File: src/rtl/tqvp_pwm_pkg.sv
// Shared register map and bit positions for the multi-channel PWM peripheral.
package tqvp_pwm_pkg;
  localparam logic [3:0] ADDR_CTRL   = 4'h0;
  localparam logic [3:0] ADDR_POL    = 4'h1;
  localparam logic [3:0] ADDR_PERIOD = 4'h2;
  localparam logic [3:0] ADDR_PRESC  = 4'h3;
  localparam logic [3:0] ADDR_DUTY0  = 4'h4;
  localparam logic [3:0] ADDR_STATUS = 4'hC;
  localparam logic [3:0] ADDR_CNT    = 4'hD;
  localparam logic [3:0] ADDR_UI     = 4'hE;

  localparam int CTRL_EN      = 0;
  localparam int CTRL_ONESHOT = 1;
  localparam int CTRL_CLR     = 2;
  localparam int STAT_EN      = 0;
  localparam int STAT_WRAP    = 1;

  localparam logic [7:0] PERIOD_RST = 8'hFF;
endpackage

File: src/rtl/tqvp_pwm_channel.sv
// One PWM lane: double-buffered duty, compare against the shared counter,
// polarity invert and output register.
module tqvp_pwm_channel (
  input  logic       clk,
  input  logic       rst_n,
  input  logic [7:0] cnt,
  input  logic       en,
  input  logic       load,
  input  logic       wr,
  input  logic [7:0] data,
  input  logic       pol,
  output logic [7:0] duty_sh,
  output logic       pwm
);
  logic [7:0] duty_act;

  // Shadow takes writes; active reloads on load, with a same-edge write passed straight through.
  always_ff @(posedge clk) begin
    if (!rst_n) begin
      duty_sh  <= 8'h00;
      duty_act <= 8'h00;
      pwm      <= 1'b0;
    end else begin
      if (wr)   duty_sh  <= data;
      if (load) duty_act <= wr ? data : duty_sh;
      pwm <= (en && (cnt < duty_act)) ^ pol;
    end
  end
endmodule

File: src/rtl/tqvp_byte_pwm_multi.sv
// Multi-channel PWM byte peripheral: shared prescaler and period counter,
// per-channel duty lanes, register file and combinational read mux.
module tqvp_byte_pwm_multi
  import tqvp_pwm_pkg::*;
#(
  parameter int CHANNELS = 4
) (
  input  logic       clk,
  input  logic       rst_n,
  input  logic [7:0] ui_in,
  output logic [7:0] uo_out,
  input  logic [3:0] address,
  input  logic       data_write,
  input  logic [7:0] data_in,
  output logic [7:0] data_out
);
  logic                     en, oneshot, wrap;
  logic [CHANNELS-1:0]      pol;
  logic [7:0]               period_sh, period_act, prescale, pcnt, cnt;
  logic [CHANNELS-1:0]      pwm;
  logic [CHANNELS-1:0][7:0] duty_sh;

  logic wr_ctrl, wr_period, clr, tick, wrap_ev, load;

  assign wr_ctrl   = data_write && (address == ADDR_CTRL);
  assign wr_period = data_write && (address == ADDR_PERIOD);
  assign clr       = wr_ctrl && data_in[CTRL_CLR];
  assign tick      = en && (pcnt == prescale);
  // CLR suppresses a coincident wrap so it never sets WRAP or drops EN.
  assign wrap_ev   = tick && (cnt == period_act) && !clr;
  // Actives track shadows while stopped, and reload on wrap or CLR.
  assign load      = !en || clr || wrap_ev;

  // Control, status and shadow registers.
  always_ff @(posedge clk) begin
    if (!rst_n) begin
      en         <= 1'b0;
      oneshot    <= 1'b0;
      wrap       <= 1'b0;
      pol        <= '0;
      period_sh  <= PERIOD_RST;
      period_act <= 8'h00;
      prescale   <= 8'h00;
    end else begin
      if (wr_ctrl) begin
        en      <= data_in[CTRL_EN];
        oneshot <= data_in[CTRL_ONESHOT];
      end else if (wrap_ev && oneshot) begin
        en <= 1'b0;
      end
      if (wrap_ev)
        wrap <= 1'b1;
      else if (data_write && address == ADDR_STATUS && data_in[STAT_WRAP])
        wrap <= 1'b0;
      if (data_write && address == ADDR_POL)   pol      <= data_in[CHANNELS-1:0];
      if (data_write && address == ADDR_PRESC) prescale <= data_in;
      if (wr_period) period_sh <= data_in;
      if (load)      period_act <= wr_period ? data_in : period_sh;
    end
  end

  // Prescaler and period counter; both parked at zero while disabled.
  always_ff @(posedge clk) begin
    if (!rst_n || !en || clr) begin
      pcnt <= 8'h00;
      cnt  <= 8'h00;
    end else begin
      pcnt <= tick ? 8'h00 : pcnt + 8'h01;
      if (wrap_ev)   cnt <= 8'h00;
      else if (tick) cnt <= cnt + 8'h01;
    end
  end

  genvar i;
  generate
    for (i = 0; i < CHANNELS; i++) begin : g_ch
      localparam logic [3:0] DUTY_ADDR = ADDR_DUTY0 + 4'(i);
      tqvp_pwm_channel u_ch (
        .clk     (clk),
        .rst_n   (rst_n),
        .cnt     (cnt),
        .en      (en),
        .load    (load),
        .wr      (data_write && (address == DUTY_ADDR)),
        .data    (data_in),
        .pol     (pol[i]),
        .duty_sh (duty_sh[i]),
        .pwm     (pwm[i])
      );
    end
  endgenerate

  // Unused upper pins stay low.
  always_comb begin
    uo_out = 8'h00;
    uo_out[CHANNELS-1:0] = pwm;
  end

  // Zero-latency read mux; unmapped addresses return 0.
  always_comb begin
    data_out = 8'h00;
    case (address)
      ADDR_CTRL:   data_out = {6'b0, oneshot, en};
      ADDR_POL:    data_out = 8'(pol);
      ADDR_PERIOD: data_out = period_sh;
      ADDR_PRESC:  data_out = prescale;
      ADDR_STATUS: data_out = {6'b0, wrap, en};
      ADDR_CNT:    data_out = cnt;
      ADDR_UI:     data_out = ui_in;
      default: begin
        for (int k = 0; k < CHANNELS; k++)
          if (address == 4'(ADDR_DUTY0 + k)) data_out = duty_sh[k];
      end
    endcase
  end
endmodule

File: config.mk
export PLATFORM = sky130hd
export DESIGN_NAME = tqvp_byte_pwm_multi
export DESIGN_NICKNAME = d
export VERILOG_FILES = /design/src/rtl/tqvp_pwm_pkg.sv /design/src/rtl/tqvp_pwm_channel.sv /design/src/rtl/tqvp_byte_pwm_multi.sv
export SDC_FILE = /design/constraint.sdc
export NUM_CORES = 1
export LEC_CHECK = 0
export CAP_MARGIN = 25
export CORE_UTILIZATION = 44
export DETAILED_ROUTE_END_ITERATION = 8
export GPL_ROUTABILITY_DRIVEN = 0
export GPL_TIMING_DRIVEN = 0
export PLACE_DENSITY = 0.68
export SLEW_MARGIN = 15
export SYNTH_ARGS = -nofsm -noshare
export SYNTH_HDL_FRONTEND = slang
export SYNTH_HIERARCHICAL = 1
export SYNTH_SLANG_ARGS = --single-unit
File: constraint.sdc
create_clock -name clk -period 4.6 [get_ports clk]
set_clock_uncertainty 0.1 [all_clocks]
set_input_delay 0.69 -clock clk [delete_from_list [all_inputs] [get_ports clk]]
set_output_delay 0.69 -clock clk [all_outputs]
set_load 0.01 [all_outputs]
==> reports/metrics.cfg <==
[cts]
htreeDepth=4
cts_hold_buffers=0
postCtsSetupBuffers=0
path_clk_slew_ns=0.05
cts-root-buf=clkbuf_16
clock_sinks=115
cts_tree=built
cts_buffers=17
clk_path_buf_depth=2
post_cts_resize_count=0
clock_latency_ns=0.41

[global_routing]
grt_pass1_wl_microns=26900
antenna_found_initial=1
grt_use_total=0.2454
grt_max_degree=28
grt-ovfl-total=0
grt_pass1_vias=5220

[floorplanning]
die_area_sq_mm=0.01479
die_x_microns=121.6
fp-row-count=43
die_y_microns=121.6
pin_count=39
start_util=0.4518
core-area_sq_mm=0.01393

[drt]
viasPerCell=5.778
vias=5310
drt-initial-drc-count=478
wl_per_cell_microns=18.88
finalWirelength_microns=17350
drt_pass1_iterations=5
route.detailed.drc=0
ant_nets=0

[sta]
setup_viol=0
period_minus_slack_ns=3.926
tightest_slew_ns=0.7153
drv_slew=0
tns_ns=0
period_share=0.8535
hold_viol=0
setup_ws_ns=0.6737
rsz0062_at_grt=false
max_freq_mhz=254.7
max-slew-margin-rel=0.5225

[logic_synthesis]
synth-compound-area-share=0.1771
ys_ff_latch=115
syn_inst=671
yosysTopAreaCell=dfxtp_1
synthXorXnorAreaFrac=0.04730
yosysWarnings=6
ys_async_sr_fraction=0
synthAdderAreaFrac=0.05962
synth_mux_area_frac=0.1141
synth_edf_count=0
syn-cell-area_sq_mm=0.006296
synthDistinctLibCells=62
syn_avg_cell_area_sq_um=9.383
synth_top_family_by_area=simple AND/OR/NAND/NOR gates
synthFlopType=dfxtp_1
synth-simple-area-share=0.1814
seq_area_frac_synth=0.3657
ys_top_cells_by_area=dfxtp_1 (37%), mux2i_1 (8.9%), ha_1 (6.0%)
yosysTopAreaCellShare=0.3657

[placed_design]
dpl_cell_area_sq_mm=0.006858
place_worst_setup_slack_ns=0.7317
hpwlAfterDp_microns=12490
portBuffers=31
dp_cells=886

[layout]
finalNonFillerCells=919
utilization=0.5364
layout-drive-gt1-share=0.1274
area_delta_synth_final_pct=18.72
fin_area_sq_mm=0.007475
regArea_sq_mm=0.002302
multi_input_area_sq_mm=0.003664
num-fill-cells=1243
final_nets=778

[critical_path]
critPathBufInv=5
slowest_delay_ns=0.65
path_class=input port to output pin
cp_cell_sequence=clkdlybuf4s50_1 > buf_4 > buf_2 > buf_2 > o21ai_1 > nand2_1 > a21oi_1 > nor2_1 > clkdlybuf4s50_1
cp-start-kind=input port
cp_max_fo=10
cp-end-kind=output pin
rrSetupSlack_ns=1.63
worstPathArrival_ns=3.14
worstPathRequired_ns=3.81
cp_slowest_cell=clkdlybuf4s50_1
path_delay_family=buffers and inverters

[power]
leakage_nw=3.136
power.density_mw_per_mm2=378.6
ir_drop_v=0.0002449

[run]
cap_violations=0

[status]
outcome=complete, no violations

[hold_path]
hp-class=flop to flop

[registers in the layout, summed over array words and instances (netlist names)]
name	flops
period_act	8
g_ch.u_ch/duty_act	32
pcnt	8
pol	4
g_ch.u_ch/duty_sh	32
g_ch.u_ch/pwm	4
wrap	1
prescale	8
period_sh	8
oneshot	1
en	1
cnt	8
[where the power goes]
group	switching [mW]	leakage (nW)	internal (mW)
Sequential	0.0361	0.933	1.05
Combinational	0.228	1.90	0.164
Clock	0.451	0.303	0.905
[synthesized netlist by cell type (7+ instances only)]
cell / n
nand2_1: 60
nor2b_1: 41
nand3_1: 14
nor2_1: 44
a211oi_2: 8
inv_1: 34
xnor2_1: 16
a211oi_1: 13
clkbuf_1: 16
o21ai_0: 12
o211a_1: 32
dfxtp_1: 115
nand4_1: 7
buf_2: 18
mux2i_1: 56
ha_1: 30
a21oi_1: 30
xnor2_2: 7
[layout by cell type (no fill, tap or decap), drive strengths merged, types with 5 or more instances in the layout]
cell           netlist  layout
xor2                 5       5
nor2                45      45
clkbuf              16      39
a22oi                6       6
and3                 7       7
clkdlybuf4s50        0      31
buf                 27      28
xnor2               23      23
o21ai               18      18
dfxtp              115     115
mux4                 5       5
mux2i               56      56
o211a               32      32
nand2               63      63
nor2b               41      41
nand3               16      16
a21oi               30      30
ha                  30      30
nand2b               6       6
o22ai                6       6
clkinv               0       5
a211oi              21      21
inv                 34      34
nand4                8       8
[per-stage QoR]
stage	power [mW]	hold WS, ns
5_1_grt	2.938	0.3917
3_5_place_dp	1.487	0.3683
2_1_floorplan	1.354	0.3494
6_report	2.830	0.3765
4_1_cts	2.840	0.3780
3_3_place_gp	1.471	0.3616
[routing by layer]
metal | wire length, microns | up-vias | GRT usage
met5 | 0 | - | 0
met3 | 1427 | 47 | 0.06367
met1 | 7424 | 2545 | 0.3188
met4 | 708 | 0 | 0.1188
met2 | 7791 | 213 | 0.3771
li1 | - | 2505 | -
[area by class of cell]
type | instances | area share
multi-input cells | 482 | 0.4901
plain buffers | 43 | 0.02862
well taps | 180 | 0.03013
diodes | 1 | 0.0003348
inverters | 34 | 0.01707
flip-flops and latches | 115 | 0.3080
repair buffers | 32 | 0.04352
clock inverters | 9 | 0.01691
clock buffers | 23 | 0.06528
[cell families (layout without fill, tap and decap cells)]
kind of cell    Yosys count  count (layout)
mux                      65              65
compound gates          144             144
buf+inv                  77             141
flops                   115             115
simple gates            211             211
xor+xnor                 28              28
fa+ha+maj                30              30
other cells               1               5
[worst paths after layout]
check                                               from                        to  depth (start not counted)
worst max-delay path                          address[0]               data_out[7]                          9
worst max register to register                        en  g_ch[2].u_ch/duty_act[5]                          8
worst min-delay path            g_ch[3].u_ch/duty_act[1]  g_ch[3].u_ch/duty_act[1]                          1
worst min register to register  g_ch[3].u_ch/duty_act[1]  g_ch[3].u_ch/duty_act[1]                          1
(Power assumes the default switching activity.)
